**config.mk**
```make
export PLATFORM = sky130hd
export DESIGN_NAME = extreme_val_update_module_flat
export DESIGN_NICKNAME = d
export VERILOG_FILES = /design/src/rtl/extreme_val_update_module_pkg.sv /design/src/rtl/extreme_val_update_module_if.sv /design/src/rtl/extreme_val_update_module_merge.sv /design/src/rtl/extreme_val_update_module.sv /design/src/flat_wrapper.sv
export SDC_FILE = /design/constraint.sdc
export NUM_CORES = 1
export LEC_CHECK = 0
export BUFFER_PORTS_ARGS = -buffer_cell sky130_fd_sc_hd__buf_2
export CORE_AREA = 5 5 192 194
export DETAILED_ROUTE_END_ITERATION = 6
export DIE_AREA = 0 0 197 199
export GPL_TIMING_DRIVEN = 0
export PLACE_DENSITY = 0.76
export REMOVE_ABC_BUFFERS = 1
export SYNTH_ARGS = -nofsm -noshare
export SYNTH_HDL_FRONTEND = slang
export SYNTH_SLANG_ARGS = --single-unit
```
**constraint.sdc**
```tcl
create_clock -name clk -period 8.8 [get_ports clk]
set_input_delay 2.64 -clock clk [delete_from_list [all_inputs] [get_ports clk]]
set_output_delay 2.64 -clock clk [all_outputs]
set_load 0.1 [all_outputs]
```
**src/rtl/extreme_val_update_module_pkg.sv**
```systemverilog
// Shared types and layout constants for the flow extreme-value cache update path.
package extreme_val_update_module_pkg;

  localparam int DEF_ADDR_W     = 12;
  localparam int DEF_FEAT_W     = 8;
  localparam int DEF_VEC_W      = 160;
  localparam int DEF_RD_TIMEOUT = 4;
  localparam int ENTRY_W        = DEF_VEC_W + 4 * DEF_FEAT_W;

  // Bit offsets of each field inside the 192-bit cache entry
  localparam int VEC_LSB      = 32;
  localparam int MAX_SIZE_LSB = 24;
  localparam int MIN_SIZE_LSB = 16;
  localparam int MAX_ARIT_LSB = 8;
  localparam int MIN_ARIT_LSB = 0;

  typedef enum logic [2:0] {
    ST_IDLE,
    ST_READ,
    ST_WAIT,
    ST_MERGE,
    ST_WRITE
  } state_e;

endpackage

```
**src/rtl/extreme_val_update_module_if.sv**
```systemverilog
// Packet-record, cache-read and cache-write signals of the extreme-value updater.
interface extreme_val_update_module_if
  import extreme_val_update_module_pkg::*;
#(
  parameter int ADDR_W = DEF_ADDR_W,
  parameter int FEAT_W = DEF_FEAT_W,
  parameter int VEC_W  = DEF_VEC_W
);
  logic                      pkt_v;
  logic                      pkt_rdy;
  logic [ADDR_W-1:0]         pkt_addr;
  logic                      pkt_new_flow;
  logic [FEAT_W-1:0]         pkt_size;
  logic [FEAT_W-1:0]         pkt_arit;
  logic                      rd_mem;
  logic [ADDR_W-1:0]         rd_addr;
  logic                      rd_data_v;
  logic [FEAT_W-1:0]         i_max_pkt_size;
  logic [FEAT_W-1:0]         i_min_pkt_size;
  logic [FEAT_W-1:0]         i_max_pkt_arit;
  logic [FEAT_W-1:0]         i_min_pkt_arit;
  logic [VEC_W-1:0]          i_vec_feature;
  logic [ADDR_W-1:0]         wr_addr;
  logic [VEC_W+4*FEAT_W-1:0] wr_data;
  logic                      wea;
  logic                      o_rd_err;
  logic [31:0]               o_upd_cnt;

  modport slave (
    input  pkt_v, pkt_addr, pkt_new_flow, pkt_size, pkt_arit, rd_data_v,
           i_max_pkt_size, i_min_pkt_size, i_max_pkt_arit, i_min_pkt_arit, i_vec_feature,
    output pkt_rdy, rd_mem, rd_addr, wr_addr, wr_data, wea, o_rd_err, o_upd_cnt
  );

  modport master (
    output pkt_v, pkt_addr, pkt_new_flow, pkt_size, pkt_arit, rd_data_v,
           i_max_pkt_size, i_min_pkt_size, i_max_pkt_arit, i_min_pkt_arit, i_vec_feature,
    input  pkt_rdy, rd_mem, rd_addr, wr_addr, wr_data, wea, o_rd_err, o_upd_cnt
  );
endinterface

```
**src/rtl/extreme_val_update_module_merge.sv**
```systemverilog
// Combinational merge of a stored cache entry with one packet record:
// unsigned max/min of size and inter-arrival, byte-shift of the size history.
module extreme_val_merge
  import extreme_val_update_module_pkg::*;
#(
  parameter int FEAT_W = DEF_FEAT_W,
  parameter int VEC_W  = DEF_VEC_W
) (
  input  logic                      new_flow_i,
  input  logic [FEAT_W-1:0]         pkt_size_i,
  input  logic [FEAT_W-1:0]         pkt_arit_i,
  input  logic [FEAT_W-1:0]         base_max_size_i,
  input  logic [FEAT_W-1:0]         base_min_size_i,
  input  logic [FEAT_W-1:0]         base_max_arit_i,
  input  logic [FEAT_W-1:0]         base_min_arit_i,
  input  logic [VEC_W-1:0]          base_vec_i,
  output logic [VEC_W+4*FEAT_W-1:0] entry_o
);

  function automatic logic [FEAT_W-1:0] fmax(input logic [FEAT_W-1:0] a, input logic [FEAT_W-1:0] b);
    return (b > a) ? b : a;
  endfunction

  function automatic logic [FEAT_W-1:0] fmin(input logic [FEAT_W-1:0] a, input logic [FEAT_W-1:0] b);
    return (b < a) ? b : a;
  endfunction

  always_comb begin
    entry_o = '0;
    if (new_flow_i) begin
      entry_o = {{(VEC_W-FEAT_W){1'b0}}, pkt_size_i,
                 pkt_size_i, pkt_size_i, pkt_arit_i, pkt_arit_i};
    end else begin
      // Oldest history byte falls off the top, newest size enters the LSBs
      entry_o = {base_vec_i[VEC_W-FEAT_W-1:0], pkt_size_i,
                 fmax(base_max_size_i, pkt_size_i), fmin(base_min_size_i, pkt_size_i),
                 fmax(base_max_arit_i, pkt_arit_i), fmin(base_min_arit_i, pkt_arit_i)};
    end
  end

endmodule

```
**src/rtl/extreme_val_update_module.sv**
```systemverilog
// Read-modify-write updater for one flow's extreme-value cache entry per packet record.
// Optional completed-write counter enabled by defining EXTREME_VAL_UPD_CNT_EN.
module extreme_val_update_module
  import extreme_val_update_module_pkg::*;
#(
  parameter int ADDR_W     = DEF_ADDR_W,
  parameter int FEAT_W     = DEF_FEAT_W,
  parameter int VEC_W      = DEF_VEC_W,
  parameter int RD_TIMEOUT = DEF_RD_TIMEOUT
) (
  input logic                         clk,
  input logic                         rst,
  extreme_val_update_module_if.slave  bus
);

  localparam int ENT_W = VEC_W + 4 * FEAT_W;
  localparam int CNT_W = $clog2(RD_TIMEOUT + 1);

  state_e             state_q, state_d;
  logic [CNT_W-1:0]   cnt_q, cnt_d;
  logic               err_q, err_d;
  logic               rdy_en_q;
  logic               load_pkt_d, load_base_d;
  logic [ADDR_W-1:0]  addr_q;
  logic               new_flow_q;
  logic [FEAT_W-1:0]  size_q, arit_q;
  logic [FEAT_W-1:0]  bmax_size_q, bmin_size_q, bmax_arit_q, bmin_arit_q;
  logic [VEC_W-1:0]   bvec_q;
  logic [ENT_W-1:0]   merged;
  logic [ENT_W-1:0]   wr_data_q;

  always_comb begin
    state_d     = state_q;
    cnt_d       = cnt_q;
    err_d       = 1'b0;
    load_pkt_d  = 1'b0;
    load_base_d = 1'b0;
    case (state_q)
      ST_IDLE: begin
        if (bus.pkt_v && rdy_en_q) begin
          load_pkt_d = 1'b1;
          state_d    = bus.pkt_new_flow ? ST_MERGE : ST_READ;
        end
      end
      ST_READ: begin
        cnt_d   = '0;
        state_d = ST_WAIT;
      end
      ST_WAIT: begin
        if (bus.rd_data_v) begin
          load_base_d = 1'b1;
          state_d     = ST_MERGE;
        end else if (cnt_q == CNT_W'(RD_TIMEOUT - 1)) begin
          err_d   = 1'b1;
          state_d = ST_IDLE;
        end else begin
          cnt_d = cnt_q + CNT_W'(1);
        end
      end
      ST_MERGE: state_d = ST_WRITE;
      ST_WRITE: state_d = ST_IDLE;
      default:  state_d = ST_IDLE;
    endcase
  end

  // Control and externally visible registers
  always_ff @(posedge clk or posedge rst) begin
    if (rst) begin
      state_q    <= ST_IDLE;
      cnt_q      <= '0;
      err_q      <= 1'b0;
      rdy_en_q   <= 1'b0;
      addr_q     <= '0;
      new_flow_q <= 1'b0;
      wr_data_q  <= '0;
    end else begin
      state_q  <= state_d;
      cnt_q    <= cnt_d;
      err_q    <= err_d;
      rdy_en_q <= 1'b1;
      if (load_pkt_d) begin
        addr_q     <= bus.pkt_addr;
        new_flow_q <= bus.pkt_new_flow;
      end
      if (state_q == ST_MERGE) wr_data_q <= merged;
    end
  end

  // Datapath holding registers; only read after being loaded
  always_ff @(posedge clk) begin
    if (load_pkt_d) begin
      size_q <= bus.pkt_size;
      arit_q <= bus.pkt_arit;
    end
    if (load_base_d) begin
      bmax_size_q <= bus.i_max_pkt_size;
      bmin_size_q <= bus.i_min_pkt_size;
      bmax_arit_q <= bus.i_max_pkt_arit;
      bmin_arit_q <= bus.i_min_pkt_arit;
      bvec_q      <= bus.i_vec_feature;
    end
  end

  extreme_val_merge #(.FEAT_W(FEAT_W), .VEC_W(VEC_W)) u_merge (
    .new_flow_i      (new_flow_q),
    .pkt_size_i      (size_q),
    .pkt_arit_i      (arit_q),
    .base_max_size_i (bmax_size_q),
    .base_min_size_i (bmin_size_q),
    .base_max_arit_i (bmax_arit_q),
    .base_min_arit_i (bmin_arit_q),
    .base_vec_i      (bvec_q),
    .entry_o         (merged)
  );

  assign bus.pkt_rdy  = rdy_en_q && (state_q == ST_IDLE);
  assign bus.rd_mem   = (state_q == ST_READ);
  assign bus.rd_addr  = addr_q;
  assign bus.wr_addr  = addr_q;
  assign bus.wr_data  = wr_data_q;
  assign bus.wea      = (state_q == ST_WRITE);
  assign bus.o_rd_err = err_q;

`ifdef EXTREME_VAL_UPD_CNT_EN
  logic [31:0] upd_cnt_q, upd_cnt_d;

  assign upd_cnt_d = (state_q == ST_WRITE) ? upd_cnt_q + 32'd1 : upd_cnt_q;

  always_ff @(posedge clk or posedge rst) begin
    if (rst) upd_cnt_q <= '0;
    else     upd_cnt_q <= upd_cnt_d;
  end

  assign bus.o_upd_cnt = upd_cnt_q;
`else
  assign bus.o_upd_cnt = '0;
`endif

endmodule

```
**src/flat_wrapper.sv**
```systemverilog
// flat-port wrapper written by rule: the top's interface ports become plain ports
module extreme_val_update_module_flat import extreme_val_update_module_pkg::*;
#(
  parameter int ADDR_W     = DEF_ADDR_W,
  parameter int FEAT_W     = DEF_FEAT_W,
  parameter int VEC_W      = DEF_VEC_W,
  parameter int RD_TIMEOUT = DEF_RD_TIMEOUT
)
  (clk, rst, bus_pkt_v, bus_pkt_addr, bus_pkt_new_flow, bus_pkt_size, bus_pkt_arit, bus_rd_data_v, bus_i_max_pkt_size, bus_i_min_pkt_size, bus_i_max_pkt_arit, bus_i_min_pkt_arit, bus_i_vec_feature, bus_pkt_rdy, bus_rd_mem, bus_rd_addr, bus_wr_addr, bus_wr_data, bus_wea, bus_o_rd_err, bus_o_upd_cnt);
  extreme_val_update_module_if #(.ADDR_W(ADDR_W), .FEAT_W(FEAT_W), .VEC_W(VEC_W)) bus_i ();
  input logic clk;
  input logic rst;
  input wire logic [$bits(bus_i.pkt_v)-1:0] bus_pkt_v;
  input wire logic [$bits(bus_i.pkt_addr)-1:0] bus_pkt_addr;
  input wire logic [$bits(bus_i.pkt_new_flow)-1:0] bus_pkt_new_flow;
  input wire logic [$bits(bus_i.pkt_size)-1:0] bus_pkt_size;
  input wire logic [$bits(bus_i.pkt_arit)-1:0] bus_pkt_arit;
  input wire logic [$bits(bus_i.rd_data_v)-1:0] bus_rd_data_v;
  input wire logic [$bits(bus_i.i_max_pkt_size)-1:0] bus_i_max_pkt_size;
  input wire logic [$bits(bus_i.i_min_pkt_size)-1:0] bus_i_min_pkt_size;
  input wire logic [$bits(bus_i.i_max_pkt_arit)-1:0] bus_i_max_pkt_arit;
  input wire logic [$bits(bus_i.i_min_pkt_arit)-1:0] bus_i_min_pkt_arit;
  input wire logic [$bits(bus_i.i_vec_feature)-1:0] bus_i_vec_feature;
  output wire logic [$bits(bus_i.pkt_rdy)-1:0] bus_pkt_rdy;
  output wire logic [$bits(bus_i.rd_mem)-1:0] bus_rd_mem;
  output wire logic [$bits(bus_i.rd_addr)-1:0] bus_rd_addr;
  output wire logic [$bits(bus_i.wr_addr)-1:0] bus_wr_addr;
  output wire logic [$bits(bus_i.wr_data)-1:0] bus_wr_data;
  output wire logic [$bits(bus_i.wea)-1:0] bus_wea;
  output wire logic [$bits(bus_i.o_rd_err)-1:0] bus_o_rd_err;
  output wire logic [$bits(bus_i.o_upd_cnt)-1:0] bus_o_upd_cnt;
  assign bus_i.pkt_v = bus_pkt_v;
  assign bus_i.pkt_addr = bus_pkt_addr;
  assign bus_i.pkt_new_flow = bus_pkt_new_flow;
  assign bus_i.pkt_size = bus_pkt_size;
  assign bus_i.pkt_arit = bus_pkt_arit;
  assign bus_i.rd_data_v = bus_rd_data_v;
  assign bus_i.i_max_pkt_size = bus_i_max_pkt_size;
  assign bus_i.i_min_pkt_size = bus_i_min_pkt_size;
  assign bus_i.i_max_pkt_arit = bus_i_max_pkt_arit;
  assign bus_i.i_min_pkt_arit = bus_i_min_pkt_arit;
  assign bus_i.i_vec_feature = bus_i_vec_feature;
  assign bus_pkt_rdy = bus_i.pkt_rdy;
  assign bus_rd_mem = bus_i.rd_mem;
  assign bus_rd_addr = bus_i.rd_addr;
  assign bus_wr_addr = bus_i.wr_addr;
  assign bus_wr_data = bus_i.wr_data;
  assign bus_wea = bus_i.wea;
  assign bus_o_rd_err = bus_i.o_rd_err;
  assign bus_o_upd_cnt = bus_i.o_upd_cnt;
  extreme_val_update_module #(.ADDR_W(ADDR_W), .FEAT_W(FEAT_W), .VEC_W(VEC_W), .RD_TIMEOUT(RD_TIMEOUT)) u_core (.clk(clk), .rst(rst), .bus(bus_i));
endmodule
```
==> impl_metrics.ini, run 1 <==
[die]
dieArea_um2 = 39200
start_util_pct = 45.9
die_y_um = 199
die_width_um = 197
ios = 477
core-area_um2 = 35100
placementRows = 69

[global_routing]
grt_pass1_wl_um = 60900
grt_pass1_vias = 11200
antenna_found_initial = 8
grt-ovfl-total = 0
grt_usage_pct = 19.7
grt_max_degree = 87

[sta]
fmax_mhz = 216
setup_viol = 0
hold_slack_ns = 0.469
final.period_utilization_pct = 52.6
maxSlewViolCount = 0
clock_skew_ns = 0.0135
slew_headroom_pct = 15.8
period_needed_ns = 4.63
worst_pin_slew_ns = 1.26
final.setup.tns_ns = 0
final_hold_viol_count = 0
rsz0062_at_grt = false

[drt]
via_per_inst = 4.90
drcViolationCount = 0
vias = 10700
wl_per_cell_um = 18.0
wl_um = 39200
initialDrtViolationCount = 395
ant_nets = 0
first_pass_iters = 4

[placement]
dp_cells = 2095
portBuffers = 436
gp_congestion = 0.802
dpl.hpwl_um = 27600

[final_layout]
finalNonFillerCells = 2180
areaGrowthSynthToFinish_pct = 26.8
drive_gt1_share_pct = 32.3
finish.utilization_pct = 58.2
fillers = 2797
nets = 1937

[critical_path]
cp.arrival_ns = 1.99
end_kind = primary output
critPathKind = reg2out
required_ns = 6.16
rrSetupSlack_ns = 5.79
crit_fanout = 8
cp-start-kind = register

[logic_synthesis]
synth_simple_gate_area_share_pct = 12.3
synth.mux.area_fraction_pct = 2.96
synth_cell_types = 42
synth_top_family_by_area = simple AND/OR/NAND/NOR gates
synth_largest_area_cell = edfxtp_1
async_flop_share_pct = 51.6
synth.top_cell.area_share_pct = 37.3
synth_fa_ha_area_share_pct = 2.49
synth_enable_flop_cells = 200
synth.area.top_cells = edfxtp_1 (37%), dfrtp_1 (33%), nand2b_1 (5.9%)
synth_compound_area_share_pct = 7.11
syn_avg_cell_area_um2 = 12.8
yosys_warnings = 0
synth_area_um2 = 16100
seq_area_frac_synth_pct = 70.4
synth-xor-area-share_pct = 0
synth-seq-cells = 413
dominantRegCellSynth = dfrtp_1
synth_cells = 1255

[status]
status = completed

[job]
drv_cap = 0

[clock_tree]
cts_num_sinks = 413
cts_tree = built
cts_max_path_buffers = 3
post_cts_buffers = 0
cts-root-buf = clkbuf_16
cts.repair.resized = 0
clkTransAtPathRegs_ns = 0.06
cts-buffers-inserted = 44
cts.htree.levels = 2
cts_hold_buffers = 0
clock_latency_ns = 0.55

[worst_hold_path]
hold_class = reg2reg
## synthesized netlist by cell type (2+ instances only)
library cell and instances:
buf_4 48, o21ai_1 9, o21ai_0 167, conb_1 2, nor2b_1 3, a21oi_1 26, nand2b_1 153, nor3b_1 2
nand2_1 196, nor2_1 26, dfrtp_1 213, inv_1 34, buf_2 22, nand3_1 3, mux2_2 13, ha_1 32
clkbuf_1 38, edfxtp_1 200, a21o_1 3, a211oi_1 2, mux2i_1 33, nand4_1 4, nor3_1 5, nand3b_1 3
## worst max-delay path: stages (launching register included)
cell     delay (ns)
dfrtp_1        0.54
inv_1          0.15
nor3_1         0.25
buf_2          0.48
## cells in the final DEF (no fill, tap or decap), types with 3 or more instances in the layout
cell type / count
nor2b_1: 3
nand3b_1: 3
bufinv_16: 7
buf_16: 13
a21oi_1: 26
nand2_1: 196
nor2_1: 26
clkinv_1: 3
edfxtp_1: 200
diode_2: 3
conb_1: 33
clkinv_2: 9
o21ai_0: 167
nor3_1: 5
inv_6: 5
a21o_1: 3
clkbuf_16: 45
mux2i_1: 33
ha_1: 32
nand4_1: 4
mux2_2: 13
o21ai_1: 9
nand2b_1: 153
inv_1: 33
clkbuf_1: 5
buf_8: 8
nand3_1: 3
buf_2: 436
clkbuf_8: 7
dfrtp_1: 212
## stage by stage
stage | setup WS (ns) | cell area (um2)
2_1_floorplan | -0.386 | 15600
3_3_place_gp | -5.35 | 18300
3_5_place_dp | 4.37 | 18900
4_1_cts | 4.13 | 20400
5_1_grt | 4.05 | 20400
6_report | 4.17 | 20400
## registers in the layout, summed over array words and instances, names as in the netlist
| register | flops |
|---|---|
| u_core.bus.o_rd_err | 1 |
| u_core.bus.wr_data | 192 |
| u_core.state_q | 3 |
| u_core.size_q | 8 |
| u_core.cnt_q | 3 |
| u_core.bmin_size_q | 8 |
| u_core.arit_q | 8 |
| u_core.rdy_en_q | 1 |
| u_core.bmin_arit_q | 8 |
| u_core.new_flow_q | 1 |
| u_core.bvec_q | 152 |
| u_core.bmax_size_q | 8 |
| u_core.bus.rd_addr | 12 |
| u_core.bmax_arit_q | 8 |
## cells by family (layout without fill, tap and decap cells)
family / count (synthesis) / count (layout)
buffers and inverters: 144 / 574
AO/OA/AOI/OAI: 217 / 217
multiplexers: 46 / 46
flip-flops: 413 / 413
AND/OR/NAND/NOR: 401 / 401
other: 2 / 36
adder cells (fa/ha/maj): 32 / 32
## area by class of cell
type / instances / area (um2) / share of cell area (%)
clock inverters: 25 / 318 / 1.56
inverters: 34 / 135 / 0.662
diodes: 3 / 7.51 / 0.0368
well taps: 461 / 577 / 2.83
multi-input cells: 729 / 4130 / 20.2
clock buffers: 57 / 1240 / 6.08
repair buffers: 458 / 2670 / 13.1
flip-flops and latches: 413 / 11300 / 55.5
## routing by layer
metal | vias to the layer above | wire length (um) | track usage, %
li1 | 5059 | - | -
met1 | 5082 | 14500 | 23.4
met2 | 453 | 19600 | 33.6
met3 | 75 | 4070 | 7.16
met4 | 12 | 966 | 6.63
met5 | - | 74 | 0
## path summary, 6_finish.rpt
check | to | startpoint | cells past startpoint
worst max register to register | u_core.bus.wr_data[4] | u_core.state_q[1] | 6
worst min register to register | u_core.bus.wr_data[135] | u_core.bus.wr_data[135] | 2
worst min-delay path | u_core.bus.wr_data[135] | u_core.bus.wr_data[135] | 2
worst max-delay path | bus_rd_mem | u_core.state_q[0] | 3
min in group asynchronous | u_core.bus.wr_data[76] | rst | 2
max in group asynchronous | u_core.bus.wr_data[172] | rst | 3
Power of run 1 is not shown: default switching activity piles up to over one toggle a cycle in this logic, so the estimate is an artifact.
==> inputs of run 2 (changes only) <==
ABC_AREA = 1   (was unset)
CORE_AREA = 5 5 183 185   (was 5 5 192 194)
DIE_AREA = 0 0 188 190   (was 0 0 197 199)
PLACE_DENSITY = 0.78   (was 0.76)
clock period = 4.38 ns   (was 8.8 ns; I/O delays follow)
==> impl_metrics.ini, run 2 <==
[status]
status = completed

[final_layout]
fillers = 2418
mostFrequentLayoutCell = nand2_1
areaGrowthSynthToFinish_pct = 25.6
drive_gt1_share_pct = 28.4
largest_reg_flops = 192
seqCellArea_um2 = 11300
final_cell_mix = nand2_1 (497), buf_2 (436), nand3_1 (219), dfrtp_1 (213), edfxtp_1 (200)
nets = 2071
multi_input_area_um2 = 3750
finalNonFillerCells = 2259
fin_area_um2 = 19900

[global_routing]
antenna_found_initial = 7
grt_pass1_wl_um = 63600
grt_max_degree = 120
grt_usage_pct = 22.3
grt-ovfl-total = 0
grt_pass1_vias = 11800

[logic_synthesis]
async_flop_share_pct = 51.6
synth.area.top_cells = edfxtp_1 (38%), dfrtp_1 (34%), nand2_1 (12%)
synth_cells = 1392
synth_cell_types = 25
post-synth-top-count-cell = nand2_1
synth_common_cells = nand2_1 (497), nand3_1 (219), dfrtp_1 (213)
dominantRegCellSynth = dfrtp_1
synth_largest_area_cell = edfxtp_1
seq_area_frac_synth_pct = 71.6
syn_avg_cell_area_um2 = 11.4
yosys_warnings = 0
synth_enable_flop_cells = 200
synth.top_cell.area_share_pct = 37.9
synth-seq-cells = 413
synth_area_um2 = 15800

[critical_path]
cp_top_family = buffers and inverters
slowest_delay_ns = 0.51
rr_endpoint = u_core.bvec_q[97]
rr_startpoint = u_core.state_q[1]
critPathKind = reg2out
path_cells = inv_1 > nor3_1 > buf_2
r2r_cells = 7
critPathBufInv = 2
cp.arrival_ns = 1.86
cp-start-kind = register
rrSetupSlack_ns = 1.61
crit_fanout = 4
end_kind = primary output
slowest_stage = buf_2
required_ns = 3.07

[clock_tree]
cts_num_sinks = 413
cts_max_path_buffers = 3
cts_tree = built
cts-root-buf = clkbuf_16
clkTransAtPathRegs_ns = 0.06
cts.htree.levels = 2
cts-buffers-inserted = 43
cts.repair.resized = 0
post_cts_buffers = 0
clock_latency_ns = 0.55
cts_hold_buffers = 0

[worst_hold_path]
worstHoldPathCells = 2
hold_class = reg2reg
holdPathEnd = u_core.bus.wr_data[65]
hp-start = u_core.bvec_q[25]

[die]
ios = 477
dieArea_um2 = 35700
core-area_um2 = 31900
start_util_pct = 49.7
die_width_um = 188
placementRows = 66
die_y_um = 190

[job]
drv_cap = 0

[sta]
period_needed_ns = 3.18
rsz0062_at_grt = false
final.setup.tns_ns = 0
setup_viol = 0
slew_headroom_pct = 40.8
maxSlewViolCount = 0
fmax_mhz = 315
finalWorstSetupSlack_ns = 1.20
final_hold_viol_count = 0
clock_skew_ns = 0.0134
worst_pin_slew_ns = 0.886
final.period_utilization_pct = 72.5

[drt]
wl_per_cell_um = 17.9
first_pass_iters = 5
drcViolationCount = 0
wl_um = 40500
ant_nets = 0
via_per_inst = 5.10
initialDrtViolationCount = 652
vias = 11500

[placement]
gp_congestion = 0.835
place_area_um2 = 18500
dp_cells = 2177
dpl.hpwl_um = 27600
place_ws_ns = 1.17
portBuffers = 436
## run 2: cell types whose count changed after synthesis, sizes merged, moves of 3 or more
cell / previous run / this run
inv: 34 / 73
nor2: 27 / 12
o21ai: 176 / 11
nand3b: 3 / 0
nand3: 3 / 219
mux2i: 33 / 0
mux2: 13 / 0
nor2b: 3 / 0
a21oi: 27 / 10
buf: 72 / 66
clkbuf: 38 / 42
nand2b: 153 / 0
nand2: 196 / 497
## run 2: cells by family (layout without fill, tap and decap cells)
family,count (synthesis),after routing,synth area share [%]
AO/OA/AOI/OAI,27,27,0.933
adder cells (fa/ha/maj),32,32,2.53
buffers and inverters,181,606,5.50
flip-flops,413,413,71.6
other,2,36,0.0474
AND/OR/NAND/NOR,737,737,19.4
## run 2: worst reg2reg max path, delay by kind of cell (launching register included)
family / cells / cell delay [ns]
buffers and inverters: 5 / 1.10
flip-flops: 1 / 0.40
AND/OR/NAND/NOR: 2 / 0.95
## run 2: area by class of cell
cell class	instances	area share [%]
sequential	413	57.0
timing repair buffer	454	13.2
clock buffer	63	6.19
clock inverter	16	0.636
tap	408	2.57
antenna	3	0.0378
inverter	73	1.48
multi-input combinational	829	18.9
## run 2: per-stage QoR
stage / utilization, % / hold slack, ns
2_1_floorplan: - / 0.445
3_3_place_gp: 56.6 / 0.450
3_5_place_dp: 58.1 / 0.458
4_1_cts: 62.3 / 0.464
5_1_grt: 62.3 / 0.486
6_report: 62.4 / 0.464
## run 2: how the worst max path moves through the flow
stage	cells after the start	startpoint	end	slack (ns)
2_1_floorplan	2	bus_rd_data_v	u_core.bmax_arit_q[0]	-5.38
3_3_place_gp	3	bus_rd_data_v	u_core.bvec_q[97]	-9.52
3_5_place_dp	6	bus_rd_data_v	u_core.bvec_q[2]	1.17
4_1_cts	2	u_core.state_q[2]	bus_rd_mem	1.19
5_1_grt	4	u_core.state_q[0]	bus_pkt_rdy	1.08
6_report	3	u_core.state_q[0]	bus_rd_mem	1.20
## run 2: per-layer routing
metal	global-route usage [%]	vias to the layer above	part of all wire (%)
li1	-	5369	-
met1	26.9	5495	37
met2	38.0	553	50
met3	6.70	96	8.7
met4	8.50	6	3.6
met5	0	-	0.091
Power of run 2 is left out for the same reason.
